**src/rtl/axis_rx_packet_sink.sv**
```systemverilog
// AXI4-Stream receive endpoint: accepts packets, accumulates beat/byte counts,
// checks TID/TDEST/TKEEP per packet and emits one status record per TLAST.
// Optional first-beat TUSER capture is enabled by defining AXIS_RX_USER_CAPTURE_EN.
module axis_rx_packet_sink #(
  parameter int DATA_WIDTH = 64,
  parameter int KEEP_WIDTH = DATA_WIDTH / 8,
  parameter int ID_WIDTH   = 16,
  parameter int DEST_WIDTH = 8,
  parameter int USER_WIDTH = 256,
  parameter int CNT_WIDTH  = 16
) (
  input  logic                  aclk,
  input  logic                  aresetn,
  input  logic                  s_axis_tvalid,
  output logic                  s_axis_tready,
  input  logic [DATA_WIDTH-1:0] s_axis_tdata,
  input  logic [KEEP_WIDTH-1:0] s_axis_tkeep,
  input  logic [KEEP_WIDTH-1:0] s_axis_tstrb,
  input  logic                  s_axis_tlast,
  input  logic [ID_WIDTH-1:0]   s_axis_tid,
  input  logic [DEST_WIDTH-1:0] s_axis_tdest,
  input  logic [USER_WIDTH-1:0] s_axis_tuser,
  output logic                  stat_valid,
  input  logic                  stat_ready,
  output logic [CNT_WIDTH-1:0]  stat_beats,
  output logic [CNT_WIDTH-1:0]  stat_bytes,
  output logic [ID_WIDTH-1:0]   stat_id,
  output logic [DEST_WIDTH-1:0] stat_dest,
  output logic [3:0]            stat_err,
`ifdef AXIS_RX_USER_CAPTURE_EN
  output logic [USER_WIDTH-1:0] stat_user,
`endif
  output logic                  stat_parity
);

  localparam int PC_WIDTH  = $clog2(KEEP_WIDTH + 1);
  localparam int SUM_WIDTH = ((CNT_WIDTH > PC_WIDTH) ? CNT_WIDTH : PC_WIDTH) + 1;
  localparam logic [SUM_WIDTH-1:0] CNT_MAX = SUM_WIDTH'({CNT_WIDTH{1'b1}});

  typedef enum logic [1:0] {
    IDLE   = 2'd0,
    IN_PKT = 2'd1,
    HOLD   = 2'd2
  } state_t;

  function automatic logic [PC_WIDTH-1:0] keep_popcount(input logic [KEEP_WIDTH-1:0] keep);
    logic [PC_WIDTH-1:0] n;
    n = '0;
    for (int i = 0; i < KEEP_WIDTH; i++) begin
      n = n + PC_WIDTH'(keep[i]);
    end
    return n;
  endfunction

  function automatic logic lane_parity(input logic [DATA_WIDTH-1:0] data,
                                       input logic [KEEP_WIDTH-1:0] keep);
    logic p;
    p = 1'b0;
    for (int i = 0; i < KEEP_WIDTH; i++) begin
      p = p ^ (keep[i] & (^data[8*i +: 8]));
    end
    return p;
  endfunction

  // A mask is contiguous from bit 0 exactly when adding one clears every set bit.
  function automatic logic keep_contiguous(input logic [KEEP_WIDTH-1:0] keep);
    return (keep & (keep + KEEP_WIDTH'(1))) == '0;
  endfunction

  state_t                state;
  state_t                state_next;
  logic                  accept;
  logic                  first;
  logic [CNT_WIDTH-1:0]  beats_acc;
  logic [CNT_WIDTH-1:0]  bytes_acc;
  logic [3:0]            err_acc;
  logic                  parity_acc;
  logic [ID_WIDTH-1:0]   id_acc;
  logic [DEST_WIDTH-1:0] dest_acc;
  logic [SUM_WIDTH-1:0]  beats_sum;
  logic [SUM_WIDTH-1:0]  bytes_sum;
  logic                  count_sat;
  logic                  id_bad;
  logic                  dest_bad;
  logic                  keep_bad;
  logic [CNT_WIDTH-1:0]  beats_next;
  logic [CNT_WIDTH-1:0]  bytes_next;
  logic [3:0]            err_next;
  logic                  parity_next;
  logic [ID_WIDTH-1:0]   id_cur;
  logic [DEST_WIDTH-1:0] dest_cur;

`ifdef AXIS_RX_USER_CAPTURE_EN
  logic [USER_WIDTH-1:0] user_acc;
  logic [USER_WIDTH-1:0] user_cur;
`else
  logic unused_tuser;
  assign unused_tuser = ^s_axis_tuser;
`endif

  assign accept = s_axis_tvalid & s_axis_tready;
  assign first  = (state == IDLE);

  // Next-state decode; stat_ready outside HOLD has no effect.
  always_comb begin
    state_next = state;
    case (state)
      IDLE, IN_PKT: begin
        if (accept && s_axis_tlast) begin
          state_next = HOLD;
        end else if (accept) begin
          state_next = IN_PKT;
        end else begin
          state_next = state;
        end
      end
      HOLD: begin
        if (stat_ready) begin
          state_next = IDLE;
        end else begin
          state_next = HOLD;
        end
      end
      default: state_next = IDLE;
    endcase
  end

  // Per-beat accumulator update; the first beat starts from zero rather than stale state.
  always_comb begin
    beats_sum   = '0;
    bytes_sum   = '0;
    parity_next = 1'b0;
    err_next    = 4'b0000;
    id_cur      = id_acc;
    dest_cur    = dest_acc;
`ifdef AXIS_RX_USER_CAPTURE_EN
    user_cur    = user_acc;
`endif
    if (first) begin
      beats_sum   = SUM_WIDTH'(1);
      bytes_sum   = SUM_WIDTH'(keep_popcount(s_axis_tkeep));
      parity_next = lane_parity(s_axis_tdata, s_axis_tkeep);
      id_cur      = s_axis_tid;
      dest_cur    = s_axis_tdest;
`ifdef AXIS_RX_USER_CAPTURE_EN
      user_cur    = s_axis_tuser;
`endif
    end else begin
      beats_sum   = SUM_WIDTH'(beats_acc) + SUM_WIDTH'(1);
      bytes_sum   = SUM_WIDTH'(bytes_acc) + SUM_WIDTH'(keep_popcount(s_axis_tkeep));
      parity_next = parity_acc ^ lane_parity(s_axis_tdata, s_axis_tkeep);
      err_next    = err_acc;
    end

    id_bad   = !first && (s_axis_tid != id_acc);
    dest_bad = !first && (s_axis_tdest != dest_acc);
    if (s_axis_tlast) begin
      keep_bad = (|(s_axis_tstrb & ~s_axis_tkeep)) || !keep_contiguous(s_axis_tkeep);
    end else begin
      keep_bad = (|(s_axis_tstrb & ~s_axis_tkeep)) || (s_axis_tkeep != '1);
    end

    count_sat  = (beats_sum > CNT_MAX) || (bytes_sum > CNT_MAX);
    beats_next = (beats_sum > CNT_MAX) ? CNT_MAX[CNT_WIDTH-1:0] : beats_sum[CNT_WIDTH-1:0];
    bytes_next = (bytes_sum > CNT_MAX) ? CNT_MAX[CNT_WIDTH-1:0] : bytes_sum[CNT_WIDTH-1:0];
    err_next   = err_next | {count_sat, keep_bad, dest_bad, id_bad};
  end

  // State register with registered handshake outputs.
  always_ff @(posedge aclk) begin
    if (!aresetn) begin
      state         <= IDLE;
      s_axis_tready <= 1'b0;
      stat_valid    <= 1'b0;
    end else begin
      state         <= state_next;
      s_axis_tready <= (state_next != HOLD);
      stat_valid    <= (state_next == HOLD);
    end
  end

  // Packet accumulators, updated on every accepted beat.
  always_ff @(posedge aclk) begin
    if (!aresetn) begin
      beats_acc  <= '0;
      bytes_acc  <= '0;
      err_acc    <= 4'b0000;
      parity_acc <= 1'b0;
      id_acc     <= '0;
      dest_acc   <= '0;
`ifdef AXIS_RX_USER_CAPTURE_EN
      user_acc   <= '0;
`endif
    end else if (accept) begin
      beats_acc  <= beats_next;
      bytes_acc  <= bytes_next;
      err_acc    <= err_next;
      parity_acc <= parity_next;
      id_acc     <= id_cur;
      dest_acc   <= dest_cur;
`ifdef AXIS_RX_USER_CAPTURE_EN
      user_acc   <= user_cur;
`endif
    end
  end

  // Status record, loaded from the TLAST beat and held stable through HOLD.
  always_ff @(posedge aclk) begin
    if (!aresetn) begin
      stat_beats  <= '0;
      stat_bytes  <= '0;
      stat_id     <= '0;
      stat_dest   <= '0;
      stat_err    <= 4'b0000;
      stat_parity <= 1'b0;
`ifdef AXIS_RX_USER_CAPTURE_EN
      stat_user   <= '0;
`endif
    end else if (accept && s_axis_tlast) begin
      stat_beats  <= beats_next;
      stat_bytes  <= bytes_next;
      stat_id     <= id_cur;
      stat_dest   <= dest_cur;
      stat_err    <= err_next;
      stat_parity <= parity_next;
`ifdef AXIS_RX_USER_CAPTURE_EN
      stat_user   <= user_cur;
`endif
    end
  end

endmodule
```
**config.mk**
```make
export PLATFORM = sky130hd
export DESIGN_NAME = axis_rx_packet_sink
export DESIGN_NICKNAME = d
export VERILOG_FILES = /design/src/rtl/axis_rx_packet_sink.sv
export SDC_FILE = /design/constraint.sdc
export NUM_CORES = 1
export LEC_CHECK = 0
export CAP_MARGIN = 20
export CELL_PAD_IN_SITES_DETAIL_PLACEMENT = 2
export CELL_PAD_IN_SITES_GLOBAL_PLACEMENT = 2
export CORE_MARGIN = 1.5
export CORE_UTILIZATION = 19
export CTS_CLUSTER_DIAMETER = 80
export CTS_CLUSTER_SIZE = 16
export DETAILED_ROUTE_END_ITERATION = 7
export GPL_TIMING_DRIVEN = 0
export PLACE_DENSITY = 0.77
export SLEW_MARGIN = 20
export SYNTH_ARGS = -nofsm -noshare
export SYNTH_HDL_FRONTEND = slang
export SYNTH_SLANG_ARGS = --single-unit
```
**constraint.sdc**
```tcl
create_clock -name aclk -period 5.6 [get_ports aclk]
set_clock_uncertainty 0.1 [all_clocks]
set_input_delay 0.84 -clock aclk [delete_from_list [all_inputs] [get_ports aclk]]
set_output_delay 0.84 -clock aclk [all_outputs]
set_load 0.01 [all_outputs]
```
# == After elaboration in Yosys (flattened, before gate mapping) ==
# Index checks and enable logic that the tools add are counted.
# word_totals
ff_bits,126
inputBits,365
output_inout_bits,63
wordCells,88
# op_classes
add_sub_neg,10
n_lt_le_gt_ge,2
eq_ne,7
n_mux,13
bitwise_logic,21
n_reduce_logical,20
# op_table
cell,n
8-bit XOR reduction,8
16-bit 2-to-1 mux,3
17-bit by 16-bit greater-than comparator with 1-bit output (second input constant),2
17-bit 2-to-1 mux,2
16-bit by 1-bit adder with 17-bit output (second input constant),1
16-bit by 4-bit adder with 17-bit output,1
4-bit by 1-bit adder with 4-bit output,4
8-bit AND,2
16-bit != test,1
1-bit AND,9
8-bit by 1-bit adder with 8-bit output (second input constant),1
8-bit logical NOT,1
8-bit 2-to-1 mux,1
8-bit != test,1
8-bit != test (second input constant),1
8-bit NOT,1
8-bit OR reduction,1
1-bit XOR,8
2-bit 2-to-1 mux,3
3-bit by 1-bit adder with 4-bit output,1
2-bit == test (second input constant),2
4-bit 2-to-1 mux,1
4-bit OR,1
2-bit case mux with 2 select lines,1
10 further kinds,16

# == Logic depth before layout (Yosys ltp) ==
# Gate-level depths: netlist of run 1.
# logic_depth
depth_word,12
mapped_depth,18
mapped_depth_nobuf,18

# == Least setup slack after synthesis of run 1 ==
# OpenSTA, ideal clock, no wires.
# synth_timing
kind,input to register
from,input port s_axis_tkeep[0]
to,register stat_bytes[10]
setup_time_ps,115
arrival_time_ps,4818
t_required_ps,5385
path_slack_ps,567
stages,16
path_buffers,0
cell_sequence,inv_1 -> fa_1 -> fa_1 -> fa_1 -> inv_1 -> ha_1 -> inv_1 -> fa_1 -> fa_1 -> nor2b_1 -> o21ai_0 -> a21boi_1 -> o21ai_0 -> o31ai_1 -> o21ai_0 -> and2_1
# synth_between
elab_chain_cells,11
# synth_rtl
element,line,text
"start, declared",17,"input logic [KEEP_WIDTH-1:0] s_axis_tkeep,"
1-bit by 1-bit adder with 2-bit output (*),50,n = n + PC_WIDTH'(keep[i]);
2-bit by 1-bit adder with 3-bit output (*),50,
3-bit by 1-bit adder with 4-bit output (*),50,
4-bit by 1-bit adder with 4-bit output (*) (4 in series),50,
16-bit by 4-bit adder with 17-bit output,150,bytes_sum = SUM_WIDTH'(bytes_acc) + SUM_WIDTH'(keep_popcount(s_axis_tkeep));
17-bit 2-to-1 mux (*),139,if (first) begin
17-bit by 16-bit greater-than comparator with 1-bit output,165,bytes_next = (bytes_sum > CNT_MAX) ? CNT_MAX[CNT_WIDTH-1:0] : bytes_sum[CNT_WIDTH-1:0];
16-bit 2-to-1 mux (*),165,
"end signal, assigned",221,stat_bytes <= bytes_next;
"end, declared",26,"output logic [CNT_WIDTH-1:0] stat_bytes,"
# Every way passes the cells marked *; elsewhere a longest branch is shown, timed or not.
# A chain may end at the register's enable or synchronous reset.

# == Worst setup path after layout of run 1 ==
# layout_timing
from,input port s_axis_tkeep[0]
to,register stat_bytes[12]
# Same word-level chain as after synthesis.

==> results of run 1 <==
## final cells by class
type	instances	area (sq um)	area share
Tap cell	461	576.8	0.05901
Timing Repair Buffer	173	1739	0.1779
Inverter	19	71.32	0.007296
Clock buffer	27	523.0	0.05351
Sequential cell	126	2522	0.2581
Multi-Input combinational cell	662	4063	0.4156
Buffer	52	226.5	0.02317
Clock inverter	5	52.55	0.005376
## repair_timing
item / 4_1_cts / 5_1_grt
hold buffers: 0 / 0
resized for setup: 1 / 5
buffers inserted: 2 / 0
endpoints found under the setup margin: 19 / 13
pin swaps: 1 / 0
## routing by layer
layer	track usage	vias to the layer above	routed length (um)
met2	0.2790	121	14320
li1	-	3276	-
met3	0.03692	21	1155
met4	0.03994	0	312
met1	0.1826	3439	12070
met5	0	-	0
## power by group
part / internal [mW] / switching, mW
Clock: 0.680 / 0.422
Combinational: 0.253 / 0.265
Sequential: 0.927 / 0.0221
Total: 1.86 / 0.709
## stage by stage
stage               cell area, sq um  total power [mW]  setup WS [ps]  setup TNS, ps  cells
finish                          9774             2.569          218.8              0   1525
global route                    9774             2.699          19.31              0   1525
CTS                             9757             2.600          57.31              0   1525
detailed placement              9150             1.491         -855.3         -18580   1491
global placement                9150             1.474         -764.0         -15180   1491
floorplan                       6862             1.262          566.8              0    859
## state kept, by name (all words and copies together), names as in the netlist
register,cells
bytes_acc,16
dest_acc,8
stat_id,16
stat_err,4
stat_bytes,16
stat_parity,1
state,2
s_axis_tready,1
stat_dest,8
stat_beats,16
id_acc,16
beats_acc,16
err_acc,4
stat_valid,1
parity_acc,1
## worst max path at each step
stage                                end  slack (ps)             from  depth (start not counted)
final                     stat_bytes[12]         220  s_axis_tkeep[0]                         21
after global routing       stat_bytes[2]          20  s_axis_tkeep[0]                         18
after CTS                 stat_bytes[15]          60  s_axis_tkeep[0]                         19
after detailed placement   stat_bytes[2]        -860  s_axis_tkeep[0]                         18
after global placement     stat_bytes[2]        -760  s_axis_tkeep[0]                         18
after floorplan           stat_bytes[10]         570  s_axis_tkeep[0]                         16
## kinds of logic (layout without fill, tap and decap cells)
family / count (synthesis) / after routing
simple gates: 359 / 359
compound gates: 184 / 184
flops: 126 / 126
xor+xnor: 102 / 102
buf+inv: 71 / 276
fa+ha+maj: 15 / 15
mux: 2 / 2
## cells in the mapped netlist (all sizes together) (8+ instances only)
cell,number
a21boi,69
a21oi,33
a22oi,8
a31oi,10
and2,9
and3,9
buf,10
clkbuf,40
dfxtp,126
ha,10
inv,19
nand2,213
nand3,46
nand4,8
nor2,36
nor2b,18
o211a,26
o21ai,19
xnor2,83
xor2,18
## worst max-delay path: cells and delay by family
family | cells | cell delay, ps
XOR/XNOR | 1 | 250
AO/OA/AOI/OAI | 3 | 530
AND/OR/NAND/NOR | 4 | 560
multiplexers | 1 | 110
buffers and inverters | 6 | 1030
adder cells (fa/ha/maj) | 6 | 2280
==> key figures, run 1 <==
Drt
  – Final WL: ~28,000 um
  – Drt first pass iters: 4
  – DRT iter0 DRCs: between 200 and 300
  – Routed vias/inst: 4.496
  – DRT antenna net count: 0
  – Routed vias: ~6,900
  – Wirelength per Cell: around 18 um
  – Drt drc: 0

Final layout
  – Most frequent cells in the layout: 213 x nand2_1, 171 x clkdlybuf4s50_1, 126 x dfxtp_1, 83 x xnor2_1, 68 x a21boi_0
  – Layout area overhead: 42.45%
  – Layout Nets: between 1,000 and 1,500
  – Most common cell after layout, fill and taps aside: nand2_1
  – Fin util: 0.2748
  – Layout cell share with drive strength beyond 1: 0.04041
  – # diodes: 0
  – Fillers: ~4,100

Logic synthesis
  – Synth Area in Adders: 0.03282
  – Post-synth top area share: 0.3676
  – Largest cells by area after synthesis: dfxtp_1 37%, nand2_1 12%, xnor2_1 11%
  – Synth Area in Compound Gates: 0.1926
  – Largest family of logic cells by synthesized area: simple AND/OR/NAND/NOR gates
  – Dominant synthesized flop cell: dfxtp_1
  – Mapped Cells: 859
  – Post-synth net total: roughly 1,200
  – Synth Area in XOR/XNOR: 0.1322
  – Asr flop ratio synth: 0
  – Number of synthesized flops with an enable pin: 0
  – Synth warn: 0
  – Mapped cell area: roughly 6900 sq um
  – Multiplexer area fraction after synthesis: 0.002918
  – Register area share after synthesis: 0.3676
  – Post-synthesis simple-gate area fraction: 0.2285
  – Synth unique cells: 48
  – Seq cells post-synth: approximately 130
  – Average size of a mapped cell: between 7 and 8 sq um
  – Synth area leader: dfxtp_1

Floorplanning
  – Die Height: about 190 um
  – DIE WIDTH: 193.0 um
  – Die area: between 30,000 and 40,000 sq um
  – Row cnt: 69
  – Core Region: ~36,000 sq um
  – Num ports: 428
  – Initial Util: 0.1929

Clock tree
  – Clk slew on worst S/H paths: ~60 ps
  – CTS tree: built
  – Max clock buf depth: 2
  – CTS H-tree lvls: 4
  – Sink Count: 126
  – CTS Root Cell: clkbuf_16
  – Clock buffer count from CTS: 17
  – Clock network latency to the later pin of the worst-skew pair: ~430 ps

Min path
  – Hold endpoint: stat_beats[4]
  – Hold Startpoint: stat_beats[4]
  – Worst hold path class: reg2reg
  – Hold path depth: 2

Placement
  – Routability-driven placement congestion ratio: ~0.79
  – DP HPWL: around 21,000 um
  – Port Buffers: approximately 170

GRT
  – Initial antenna violation count: 1
  – Vias in the first global route: 7,683
  – Maximum number of pins on one net before global-route repair: 17
  – Overflow left after global routing: 0
  – All-Layer GR Usage: 0.1547
  – First-pass GRT wire length: about 43,000 um

STA
  – Count of pins over their slew limit: 0
  – Hold Fails Final Rpt: 0
  – Rel. slew slack: 0.5364
  – RSZ-0062 raised after global routing: no
  – Period minus WS final: between 5000 and 6000 ps
  – Crit share post-route: 0.9609
  – Worst-Margin Slew: 695.4 ps
  – Final setup viols: 0
  – F_max: about 190 MHz
  – Hold slack: about 360 ps

Power
  – PD cells: between 200 and 300 nW/um^2
  – VDD IR max: between 100 and 150 uV
  – Pleak: 3.606 nW

Critical path
  – Launching point of the worst reg2reg path: beats_acc[0]
  – Largest stage delay on the critical path: about 560 ps
  – Critical Path AT: around 5600 ps
  – Critical path's slowest cell: fa_1
  – Reg2reg end: beats_acc[2]
  – Worst Path Required: 5840 ps
  – Most Frequent Cell on Critical Path: fa_1
  – Setup crit start kind: input port
  – Crit-path max FO: 7
  – CP endpoint kind: register
  – Cells along the critical path: clkdlybuf4s50_1 -> inv_1 -> fa_1 -> fa_1 -> fa_1 -> inv_1 -> ha_1 -> inv_1 -> fa_1 -> xnor2_1 -> ha_1 -> nor2b_1 -> o21ai_1 -> a21boi_2 -> buf_4 -> buf_12 -> and3_1 -> mux2i_1 -> nor2_1 -> nand2_1 -> a21boi_0
  – Kind of critical path: in2reg
  – R2R Setup Slk: between 2000 and 3000 ps
  – R2r worst-path depth: 8

Run
  – # Max-Cap Violations: 0

Outcome
  – Status: finished, final reports clean
Note: power is estimated with default switching activity, not from simulation.
==> run 2, diff against run 1 <==
--- a/config.mk
+++ b/config.mk
@@ -19,3 +19,4 @@
 export SYNTH_ARGS = -nofsm -noshare
 export SYNTH_HDL_FRONTEND = slang
 export SYNTH_SLANG_ARGS = --single-unit
+export TNS_END_PERCENT = 100
==> results of run 2 <==
The final DEF is identical to that of run 1; final timing and power are the same.
==> run 3, diff against run 2 <==
--- a/config.mk
+++ b/config.mk
@@ -8,13 +8,14 @@
 export CAP_MARGIN = 20
 export CELL_PAD_IN_SITES_DETAIL_PLACEMENT = 2
 export CELL_PAD_IN_SITES_GLOBAL_PLACEMENT = 2
-export CORE_MARGIN = 1.5
-export CORE_UTILIZATION = 19
+export CORE_AREA = 2 2 166 168
 export CTS_CLUSTER_DIAMETER = 80
 export CTS_CLUSTER_SIZE = 16
 export DETAILED_ROUTE_END_ITERATION = 7
+export DIE_AREA = 0 0 168 170
+export DONT_BUFFER_PORTS = 1
 export GPL_TIMING_DRIVEN = 0
-export PLACE_DENSITY = 0.77
+export PLACE_DENSITY = 0.62
 export SLEW_MARGIN = 20
 export SYNTH_ARGS = -nofsm -noshare
 export SYNTH_HDL_FRONTEND = slang
==> key figures, run 3 (synthesized netlist as in run 1, its figures left out) <==
Critical path
  – Worst setup startpoint: s_axis_tkeep[0]
  – Launching point of the worst reg2reg path: bytes_acc[0]
  – Crit-path max FO: 8 (+1)
  – Critical Path AT: 5340 ps (-280 ps)
  – Cells along the critical path: inv_1 -> fa_1 -> fa_1 -> fa_1 -> inv_1 -> ha_1 -> inv_1 -> fa_1 -> inv_1 -> ha_1 -> a21o_1 -> a21o_1 -> a21oi_1 -> nand2b_1 -> nor2_1 -> and3_1 -> o21ai_0 -> a21boi_0
  – CP endpoint kind: register
  – Critical path's slowest cell: fa_1
  – R2r worst-path depth: 11 (+3)
  – Crit path depth: 18 (-14%)
  – CP delay by family, top: adder cells
  – Setup crit start kind: input port
  – Kind of critical path: in2reg
  – Worst Path Required: 5800 ps (-40 ps)
  – Worst path buffer plus inverter count: 4 (-2)
  – Largest stage delay on the critical path: 570 ps (about the same)

Power
  – Pleak: 2.966 nW (-18%)
  – VDD IR max: 175.2 uV (+23%)
  – Tot Pwr: 2.500 mW (-2.7%)
  – PD cells: 316.1 nW/um^2 (+20%)

GRT
  – Grt peak-use layer: met2
  – Overflow left after global routing: 0 (unchanged)
  – Vias in the first global route: 6,604 (-14%)
  – M3 GR Usage: 0.05953 (+0.02261)
  – First-pass GRT wire length: 39,070 um (-10%)
  – Maximum number of pins on one net before global-route repair: 17 (unchanged)
  – All-Layer GR Usage: 0.1799 (+0.02524)
  – M2 GR Usage: 0.3078 (+0.02874)
  – Initial antenna violation count: 1 (unchanged)
  – Routing usage on met1: 0.2139 (+0.03131)

Final layout
  – Post-route insts no fill: 1,235 (-19%)
  – Layout cell share with drive strength beyond 1: 0.05034 (+0.009922)
  – Fillers: 3,052 (-25%)
  – Layout area overhead: 15.28%
  – Most frequent cells in the layout: 213 x nand2_1, 126 x dfxtp_1, 83 x xnor2_1, 68 x a21boi_0, 46 x nand3_1
  – Fin area: 7910 sq um (-19%)
  – Most common cell after layout, fill and taps aside: nand2_1
  – # diodes: 0 (unchanged)
  – Layout Nets: 1,261 (-12%)

Run
  – # Max-Cap Violations: 0 (unchanged)

Placement
  – Dpl ws: -446.6 ps (+408.7 ps)
  – DP HPWL: 19,700 um (-7.3%)
  – Port Buffers: 0 (-100%)
  – Routability-driven placement congestion ratio: 0.7950 (+0.56%)
  – Placed Area: 7288 sq um (-20%)
  – DP Cell Count: 1,200 (-20%)

Clock tree
  – CTS H-tree lvls: 4 (unchanged)
  – CTS Hold Bufs: 0 (unchanged)
  – CTS Root Cell: clkbuf_16
  – Clock buffer count from CTS: 17 (unchanged)
  – CTS tree: built
  – Clock network latency to the later pin of the worst-skew pair: 430 ps (about the same)
  – Sink Count: 126 (unchanged)
  – Clk slew on worst S/H paths: 60 ps (about the same)
  – Max clock buf depth: 2 (unchanged)

Drt
  – Routed vias/inst: 4.976 (+11%)
  – DRT iter0 DRCs: 211 (-20%)
  – Drt first pass iters: 4 (unchanged)
  – Routed vias: 6,145 (-10%)
  – Wirelength per Cell: 20.47 um (+12%)
  – DRT antenna net count: 0 (unchanged)
  – Drt drc: 0 (unchanged)
  – Final WL: 25,290 um (-9.2%)

Min path
  – Worst hold path class: reg2reg
  – Hold path depth: 2 (unchanged)
  – Hold Startpoint: bytes_acc[0]

STA
  – Count of pins over their slew limit: 0 (unchanged)
  – Period minus WS final: 5135 ps (-246.2 ps)
  – Worst-Margin Slew: 784.8 ps (+89.48 ps)
  – Rel. slew slack: 0.4768 (-0.05966)
  – Final setup viols: 0 (unchanged)
  – Hold Fails Final Rpt: 0 (unchanged)
  – RSZ-0062 raised after global routing: no
  – Final worst slack: 465.0 ps (+246.2 ps)
  – F_max: 194.7 MHz (+4.8%)
  – Crit share post-route: 0.9170 (-0.04396)

Floorplanning
  – Die area: 28,560 sq um (-23%)
  – Core Region: 26,650 sq um (-25%)
  – DIE WIDTH: 168 um (-13%)
  – Die Height: 170 um (-12%)
  – Row cnt: 60 (-13%)
  – Initial Util: 0.2575 (+0.06456)
  – Num ports: 428 (unchanged)

Outcome
  – Status: finished, final reports clean
-- run 3: cell count changes in the layout (fill, tap and decap cells not counted), sizes merged --
| cell | before | now |
|---|---|---|
| clkinvlp | 1 | 3 |
| bufinv | 1 | 2 |
| inv | 19 | 25 |
| clkdlybuf4s50 | 171 | 0 |
| buf | 12 | 13 |
| clkbuf | 67 | 59 |
| clkinv | 3 | 2 |
-- run 3: final timing paths --
| kind | to | slack [ps] |
|---|---|---|
| max reg2reg | stat_bytes[2] | 2840 |
| min | bytes_acc[0] | 370 |
| min reg2reg | bytes_acc[0] | 370 |
| max | stat_bytes[15] | 460 |
-- run 3: what timing repair did --
item	in CTS	in global routing
endpoints found under the hold margin	0	0
setup endpoints to repair	0	11
gates resized for setup	0	1
setup buffers	0	3
-- run 3: metrics by stage --
| step | TNS [ps] | hold WS, ps | util |
|---|---|---|---|
| after floorplan | 0 | 344.2 | - |
| after global placement | -2573 | 358.9 | 0.2735 |
| after detailed placement | -4432 | 370.1 | 0.2735 |
| after CTS | 0 | 380.3 | 0.2958 |
| after global routing | 0 | 410.2 | 0.2968 |
| final | 0 | 374.4 | 0.2968 |
-- run 3: final cells by class --
type	count	area, sq um	area share
Multi-Input combinational cell	662	4045	0.5114
Timing Repair Buffer	3	22.52	0.002847
Buffer	52	226.5	0.02863
Tap cell	341	426.7	0.05394
Sequential cell	126	2522	0.3189
Clock buffer	19	442.9	0.05599
Inverter	19	71.32	0.009016
Clock inverter	13	152.6	0.01930
-- run 3: power breakdown --
| part | internal (mW) | switching, mW |
|---|---|---|
| combinational | 0.168 | 0.228 |
| clock | 0.677 | 0.468 |
| sequential | 0.927 | 0.0328 |
-- run 3: worst register-to-register path, cell delays in order (launching register included) --
cell and delay (ps):
dfxtp_1 340, ha_1 170, inv_1 50, fa_1 400
nor2b_1 140, o21ai_0 140, a21boi_2 210, nand2_1 170
buf_2 250, a31oi_1 400, nand2_1 110, a21boi_0 210
-- run 3: layer usage --
| layer | part of all wire | vias to the layer above |
|---|---|---|
| li1 | - | 2940 |
| met1 | 0.43 | 3053 |
| met2 | 0.48 | 118 |
| met3 | 0.071 | 32 |
| met4 | 0.019 | 2 |
| met5 | 0.00051 | - |
